===== src/rtl/imm_decode_stage.sv =====
// rtl/imm_decode_stage.sv - two-entry buffered RISC-V immediate decode stage
//
// Purpose: accepts raw instruction words with their PC, decodes the immediate
// format, the extended immediate and the illegal flag at push time, and holds
// up to two decoded entries in order for a valid/ready downstream consumer.
//
// Ports:
//   clk, rst_n            clock, asynchronous active-low reset
//   flush                 synchronous discard of every buffered entry
//   in_valid/in_ready     upstream handshake; in_ir, in_pc payload
//   out_valid/out_ready   downstream handshake for the head entry
//   out_ir, out_pc        head entry payload
//   out_imm, out_fmt      extended immediate and its format code
//   out_illegal           head entry opcode/encoding unsupported
module imm_decode_stage #(
  parameter int XLEN    = 32,
  parameter bit RV64_EN = (XLEN == 64)
) (
  input  logic            clk,
  input  logic            rst_n,
  input  logic            flush,
  input  logic            in_valid,
  output logic            in_ready,
  input  logic [31:0]     in_ir,
  input  logic [XLEN-1:0] in_pc,
  output logic            out_valid,
  input  logic            out_ready,
  output logic [31:0]     out_ir,
  output logic [XLEN-1:0] out_pc,
  output logic [XLEN-1:0] out_imm,
  output logic [2:0]      out_fmt,
  output logic            out_illegal
);

  localparam logic [2:0] FMT_NONE  = 3'd0;
  localparam logic [2:0] FMT_I     = 3'd1;
  localparam logic [2:0] FMT_S     = 3'd2;
  localparam logic [2:0] FMT_B     = 3'd3;
  localparam logic [2:0] FMT_U     = 3'd4;
  localparam logic [2:0] FMT_J     = 3'd5;
  localparam logic [2:0] FMT_SHAMT = 3'd6;
  localparam logic [2:0] FMT_ZIMM  = 3'd7;

  // Decode of the incoming word; only captured when the word is pushed.
  logic [XLEN-1:0] d_imm;
  logic [2:0]      d_fmt;
  logic            d_ill;
  logic [6:0]      opc;
  logic [2:0]      f3;
  logic            is_shift;

  assign opc      = in_ir[6:0];
  assign f3       = in_ir[14:12];
  assign is_shift = (f3 == 3'b001) || (f3 == 3'b101);

  always_comb begin
    d_imm = '0;
    d_fmt = FMT_NONE;
    d_ill = 1'b0;
    case (opc)
      7'b0000011, 7'b1100111: begin
        d_fmt = FMT_I;
        d_imm = XLEN'($signed(in_ir[31:20]));
      end
      7'b0010011: begin
        if (is_shift) begin
          d_fmt = FMT_SHAMT;
          if (XLEN == 64) begin
            d_imm = XLEN'(in_ir[25:20]);
          end else begin
            d_imm = XLEN'(in_ir[24:20]);
            // a 6-bit shift amount does not exist on a 32-bit datapath
            d_ill = in_ir[25];
          end
        end else begin
          d_fmt = FMT_I;
          d_imm = XLEN'($signed(in_ir[31:20]));
        end
      end
      7'b0011011: begin
        if (RV64_EN) begin
          if (is_shift) begin
            d_fmt = FMT_SHAMT;
            d_imm = XLEN'(in_ir[24:20]);
          end else begin
            d_fmt = FMT_I;
            d_imm = XLEN'($signed(in_ir[31:20]));
          end
        end else begin
          d_ill = 1'b1;
        end
      end
      7'b0100011: begin
        d_fmt = FMT_S;
        d_imm = XLEN'($signed({in_ir[31:25], in_ir[11:7]}));
      end
      7'b1100011: begin
        d_fmt = FMT_B;
        d_imm = XLEN'($signed({in_ir[31], in_ir[7], in_ir[30:25], in_ir[11:8], 1'b0}));
      end
      7'b0110111, 7'b0010111: begin
        d_fmt = FMT_U;
        d_imm = XLEN'($signed({in_ir[31:12], 12'b0}));
      end
      7'b1101111: begin
        d_fmt = FMT_J;
        d_imm = XLEN'($signed({in_ir[31], in_ir[19:12], in_ir[20], in_ir[30:21], 1'b0}));
      end
      7'b1110011: begin
        if (f3[2]) begin
          d_fmt = FMT_ZIMM;
          d_imm = XLEN'(in_ir[19:15]);
        end else begin
          d_fmt = FMT_I;
          d_imm = XLEN'($signed(in_ir[31:20]));
        end
      end
      7'b0110011, 7'b0001111: begin
        d_fmt = FMT_NONE;
      end
      // every listed opcode ends in 2'b11, so compressed words land here too
      default: d_ill = 1'b1;
    endcase
    // an illegal entry never carries a format or immediate
    if (d_ill) begin
      d_fmt = FMT_NONE;
      d_imm = '0;
    end
  end

  // Two-slot circular buffer with a registered occupancy count.
  logic [31:0]     ir_q  [2];
  logic [XLEN-1:0] pc_q  [2];
  logic [XLEN-1:0] imm_q [2];
  logic [2:0]      fmt_q [2];
  logic            ill_q [2];
  logic            rd_ptr;
  logic            wr_ptr;
  logic [1:0]      count;
  logic            push;
  logic            pop;

  assign in_ready  = (count != 2'd2);
  assign out_valid = (count != 2'd0);
  assign push      = in_valid && in_ready && !flush;
  assign pop       = out_valid && out_ready && !flush;

  always_ff @(posedge clk or negedge rst_n) begin
    if (!rst_n) begin
      count  <= 2'd0;
      rd_ptr <= 1'b0;
      wr_ptr <= 1'b0;
      for (int i = 0; i < 2; i++) begin
        ir_q[i]  <= '0;
        pc_q[i]  <= '0;
        imm_q[i] <= '0;
        fmt_q[i] <= FMT_NONE;
        ill_q[i] <= 1'b0;
      end
    end else if (flush) begin
      count  <= 2'd0;
      rd_ptr <= 1'b0;
      wr_ptr <= 1'b0;
    end else begin
      if (push) begin
        ir_q[wr_ptr]  <= in_ir;
        pc_q[wr_ptr]  <= in_pc;
        imm_q[wr_ptr] <= d_imm;
        fmt_q[wr_ptr] <= d_fmt;
        ill_q[wr_ptr] <= d_ill;
        wr_ptr        <= ~wr_ptr;
      end
      if (pop) begin
        rd_ptr <= ~rd_ptr;
      end
      case ({push, pop})
        2'b10:   count <= count + 2'd1;
        2'b01:   count <= count - 2'd1;
        default: count <= count;
      endcase
    end
  end

  // Outputs read only registered state; an empty stage presents all zeros.
  assign out_ir      = out_valid ? ir_q[rd_ptr]  : '0;
  assign out_pc      = out_valid ? pc_q[rd_ptr]  : '0;
  assign out_imm     = out_valid ? imm_q[rd_ptr] : '0;
  assign out_fmt     = out_valid ? fmt_q[rd_ptr] : FMT_NONE;
  assign out_illegal = out_valid ? ill_q[rd_ptr] : 1'b0;

endmodule


===== config.mk =====
export PLATFORM = sky130hd
export DESIGN_NAME = imm_decode_stage
export DESIGN_NICKNAME = d
export VERILOG_FILES = /design/src/rtl/imm_decode_stage.sv
export SDC_FILE = /design/constraint.sdc
export NUM_CORES = 1
export LEC_CHECK = 0
export ABC_AREA = 1
export BUFFER_PORTS_ARGS = -buffer_cell sky130_fd_sc_hd__buf_2
export CORE_MARGIN = 5
export CORE_UTILIZATION = 50
export DETAILED_ROUTE_END_ITERATION = 7
export GPL_ROUTABILITY_DRIVEN = 0
export HOLD_SLACK_MARGIN = 0.03
export PLACE_DENSITY = 0.75
export REMOVE_ABC_BUFFERS = 1
export SYNTH_ARGS = -nofsm -noshare
export SYNTH_HDL_FRONTEND = slang
export SYNTH_SLANG_ARGS = --single-unit

===== constraint.sdc =====
create_clock -name clk -period 1.55 [get_ports clk]
set_clock_uncertainty 0.15 [all_clocks]
set_input_delay 0.2325 -clock clk [delete_from_list [all_inputs] [get_ports clk]]
set_output_delay 0.2325 -clock clk [all_outputs]
set_load 0.005 [all_outputs]

Word-level counts from Yosys, hierarchy flattened
Cells that the tools add are included.
Widths: inputs -> output; s select.
{ "totals": {"ff_bits": 204, "latch_bits": 0, "ram_bits": 0, "mem_bits_ro": 0, "input_bits": 69, "output_inout_bits": 102, "wordCells": 101, "mem_count": 0} }
{ "classes": {"n_addsub": 2, "mul": 0, "n_div": 0, "n_lt_le_gt_ge": 3, "eq_ne": 16, "shift": 0, "n_mux": 47, "n_bitwise": 5, "reduce_logical": 15} }
{ "ops": {"columns": ["cell", "count"], "rows": [
  ["$mux 32", 16],
  ["$pmux 32 s7", 1],
  ["$bwmux 64", 3],
  ["$demux 32 s1", 1],
  ["$eq 7x7->1 const B", 4],
  ["$mux 3", 8],
  ["$eq 7x6->1 const B", 3],
  ["$pmux 3 s7", 1],
  ["$eq 7x5->1 const B", 2],
  ["$mux 1", 10],
  ["$reduce_or 10->1", 1],
  ["$eq 7x2->1 const B", 1],
  ["$eq 7x4->1 const B", 1],
  ["$bwmux 6", 1],
  ["$reduce_bool 2->1", 3],
  ["$logic_and 1x1->1", 5],
  ["$ge 2x2->1 const B", 2],
  ["$not 1->2", 2],
  ["$pmux 2 s2", 1],
  ["$reduce_or 2->1", 2],
  ["$demux 3 s1", 1],
  ["$eq 3x1->1 const B", 1],
  ["$eq 3x3->1 const B", 1],
  ["$not 1->1", 3],
  ["other kinds (14)", 14]
]} }

Depth between registers and ports, before layout
{ "depth": {"ltp_word": 6, "ltp_mapped": 12, "mapped_depth_nobuf": 11} }

Worst setup path after synthesis
OpenSTA, ideal clock, no wires.
{ "synth_path": {"kind": "flip-flop to output port", "from": "register count[0]", "to": "output out_fmt[1]", "arrival_time_ns": 1.332, "required_time_ns": 1.167, "slack_ns": -0.165, "path_stages_with_launch": 5, "path_buffers": 2, "path_cell_list": "dfrtp_1 -> nor2_1 -> buf_2 -> buf_1 -> a21oi_1"} }
{ "synth_between": {"elab_chain_len": 2} }
{ "synth_lines": {"columns": ["element", "line", "text"], "rows": [
  ["from (decl)", "139", "logic [1:0] count;"],
  ["from (signal assigned)", "177", "2'b10: count <= count + 2'd1;"],
  ["from (signal assigned)", "178", "2'b01: count <= count - 2'd1;"],
  ["from (signal assigned)", "179", "default: count <= count;"],
  ["$reduce_bool 2->1", "144", "assign out_valid = (count != 2'd0);"],
  ["$mux 3", "188", "assign out_fmt = out_valid ? fmt_q[rd_ptr] : FMT_NONE;"],
  ["to (decl)", "31", "output logic [2:0] out_fmt,"]
]} }
Every way passes these cells.

Final worst setup path
{ "layout_path": {"from": "register rd_ptr", "to": "output out_ir[18]"} }
{ "layout_between": {"elab_chain_len": 5} }
{ "layout_lines": {"columns": ["element", "line", "text"], "rows": [
  ["from (decl)", "137", "logic rd_ptr;"],
  ["from (signal assigned)", "174", "rd_ptr <= ~rd_ptr;"],
  ["$not 1->2 (implied by the code)", "185", "assign out_ir = out_valid ? ir_q[rd_ptr] : '0;"],
  ["$mux 32 (implied by the code) (3 in series)", "185", null],
  ["$mux 32", "185", null],
  ["to (decl)", "28", "output logic [31:0] out_ir,"]
]} }
Every way passes these cells. The select of a mux whose other input is x is not followed.

==> results.yml <==
final_layout:
  layout.filler_cells: 1103
  final_nets: 1840
  syn2layout_area_growth_pct: 64.0
  fin_cells: 2057
  drive_gt1_share_pct: 41.2
timing:
  min_period_ns: 2.23
  finalHoldViolCount: 0
  max_freq_mhz: 449
  rsz0062_at_grt: "yes"
  tightest_slew_ns: 0.477
  fin_ws_ns: -0.675
  setup_viol: 305
  min_period_over_period_pct: 144
  slew_violations: 0
  slew_headroom_pct: 68.1
yosys:
  yosys.area.top_type_share_pct: 49.5
  yosysSeqAreaShare_pct: 49.5
  syn_inst: 1401
  mappedNetlistArea_mm2: 0.0103
  ys.flop_type: "dfrtp_1"
  synth_edf_count: 0
  avgSynthCellArea_um2: 7.36
  synth.area.top_cells: "dfrtp_1 (49%), nand2_1 (22%), a21oi_1 (5.5%)"
  ys_warn_count: 0
  synth_cell_types: 28
  synth_top_cell_by_area: "dfrtp_1"
  synth-seq-cells: 204
  async_flop_share_pct: 100
clock_tree:
  tritoncts: "built"
  cts_buffer_depth: 3
  cts.sinks: 204
  root_buffer: "clkbuf_16"
  cts.clk_slew.worst_paths_ns: 0.06
  htreeDepth: 1
  cts_made_buffers: 23
  worstSkewPairLatency_ns: 0.52
placement:
  post-place-ws_ns: -0.271
  dpl.hpwl_um: 21100
  io_buffers: 170
  placed_cells: 1865
critical_path:
  max_stage_delay_ns: 0.53
  slowest_stage: "dfrtp_4"
  crit_fanout: 8
  crit_arrival_ns: 1.84
  worstSetupEndpointType: "primary output"
  cp_top_family: "buffers and inverters"
  crit_type: "flip-flop to primary output"
  r2r_slack_ns: -0.48
  worstSetupStartpointType: "flip-flop"
  critPathBufInv: 4
  cp_cell_sequence: "clkinv_8 > buf_12 > buf_6 > nand2_1 > a21oi_2 > buf_2"
  required_ns: 1.17
grt:
  antenna_found_initial: 3
  grt_pass1_wl_um: 60000
  grt-ovfl-total: 0
  grt_pass1_vias: 11079
  grt_max_degree: 46
  track_usage_pct: 31.3
power:
  leakage_nw: 8.63
  cellPowerDensity_mw_per_mm2: 1310
  p_int_mw: 14.1
  combPwrFrac_pct: 38.4
  swShare_pct: 36.5
  power.switching_mw: 8.12
  sequentialPowerShare_pct: 37.3
  clockPowerShare_pct: 24.3
  peakVddDrop_mv: 0.958
routing:
  wl_per_cell_um: 22.0
  firstDrtPassIters: 5
  drt_wl_total_um: 45300
  ant_nets: 0
  drt_iter0_drc: 1180
  vias_per_cell: 5.93
  route.vias.total: 12189
  drc: 0
die:
  fp-row-count: 52
  boundaryPins: 171
  dieArea_mm2: 0.0236
  die_width_um: 154
  initial_core_util_pct: 50.8
  die_h_um: 154
  fp.coreArea_mm2: 0.0203
outcome:
  violations: "setup timing"
  outcome: "complete, but fails checks"
run:
  maxCapViolCount: 0
worst_hold_path:
  holdCritPathClass: "input pin to flip-flop"
## tightest hold or removal path, cell delays in order
cell	delay [ns]
buf_2	0.13
buf_4	0.16
inv_1	0.11
o21ai_1	0.08
## power groups by stage
stage                     combinational [mW]  sequential (mW)  clock [mW]
after floorplan                         2.40             7.52           0
after global placement                  5.15             7.69           0
after detailed placement                5.28             7.76           0
after CTS                               6.62             7.75        5.38
after global routing                    9.05             8.44        5.66
final                                   8.55             8.29        5.40
## Yosys cell counts, types with 5 or more instances
| master | number |
|---|---|
| nand2_1 | 607 |
| dfrtp_1 | 204 |
| a21oi_1 | 113 |
| o21ai_0 | 84 |
| o21ai_1 | 74 |
| inv_1 | 69 |
| nor2_1 | 52 |
| nand3_1 | 47 |
| clkbuf_1 | 42 |
| buf_2 | 38 |
| nand4_1 | 21 |
| inv_2 | 11 |
| nand2_2 | 9 |
| buf_6 | 5 |
| nand2_4 | 5 |
## placed cells by master, fill, tap and decap left out, drive strengths merged, types with 23 or more instances in the layout
| cell type | instances |
|---|---|
| a21oi | 114 |
| buf | 347 |
| clkbuf | 51 |
| dfrtp | 204 |
| dlygate4sd3 | 63 |
| inv | 81 |
| nand2 | 621 |
| nand3 | 47 |
| nand4 | 23 |
| nor2 | 60 |
| o21ai | 160 |
## cells by family (layout without fill, tap and decap cells)
logic type	after synthesis	after routing	share of synthesized area (%)
DFF	204	204	49.5
and+or+nand+nor	752	752	29.9
buffers and inverters	170	555	7.07
AOI/OAI and AO/OA	274	274	13.4
muxes	1	1	0.109
other	0	1	0
## final timing paths
check                                       from               endpoint  cells after the start
max in group asynchronous                  rst_n    ir_q[6]$_DFFE_PN0P_                      3
hold / removal                         in_ir[12]   ir_q[44]$_DFFE_PN0P_                      4
min in group asynchronous                  rst_n   pc_q[60]$_DFFE_PN0P_                      2
setup / recovery              rd_ptr$_DFFE_PN0P_             out_ir[18]                      6
setup reg to reg            count[1]$_DFFE_PN0P_   pc_q[32]$_DFFE_PN0P_                     12
hold reg to reg            imm_q[16]$_DFFE_PN0P_  imm_q[16]$_DFFE_PN0P_                      2
## what timing repair did
item	4_1_cts	5_1_grt
hold endpoints to repair	339	0
hold buffers	63	0
setup endpoints to repair	266	305
pin swaps	13	54
gates cloned	30	20
gates resized for setup	187	359
setup buffers	23	29
## layout make-up
class / instances / area, um^2 / share of cell area, %
Clock inverter: 7 / 66.3 / 0.392
Multi-Input combinational cell: 1027 / 5730 / 33.9
Tap cell: 270 / 338 / 2.00
Sequential cell: 204 / 5110 / 30.2
Timing Repair Buffer: 429 / 4550 / 26.9
Timing Repair inverter: 4 / 96.3 / 0.570
Inverter: 82 / 364 / 2.15
Antenna cell: 1 / 2.50 / 0.0148
Clock buffer: 33 / 663 / 3.92
## through the flow
| step | setup TNS [ns] | utilization, % | total power, mW | instance area, um^2 | hold WS (ns) |
|---|---|---|---|---|---|
| after floorplan | -497.95 | - | 9.92 | 9900 | -0.213 |
| after global placement | -18.24 | 61.3 | 12.8 | 12400 | 0.0640 |
| after detailed placement | -22.82 | 61.3 | 13.0 | 12400 | 0.0682 |
| after CTS | -150.15 | 75.5 | 19.7 | 15300 | 0.0419 |
| after global routing | -142.66 | 83.3 | 23.1 | 16900 | 0.103 |
| final | -135.55 | 83.3 | 22.2 | 16900 | 0.0875 |
## flip-flops by register name (all words and copies together), names as in the netlist
name,count
count,2
fmt_q,6
ill_q,2
imm_q,64
ir_q,64
pc_q,64
rd_ptr,1
wr_ptr,1
## metal layers
layer / track usage (%) / vias up / share of wire, %
met4: 12.2 / 4 / 5.8
met5: 0 / - / 0.046
met1: 41.5 / 5814 / 36
li1: - / 5244 / -
met3: 5.68 / 235 / 9.6
met2: 51.5 / 892 / 48
Note: power is estimated with default switching activity, not from simulation.
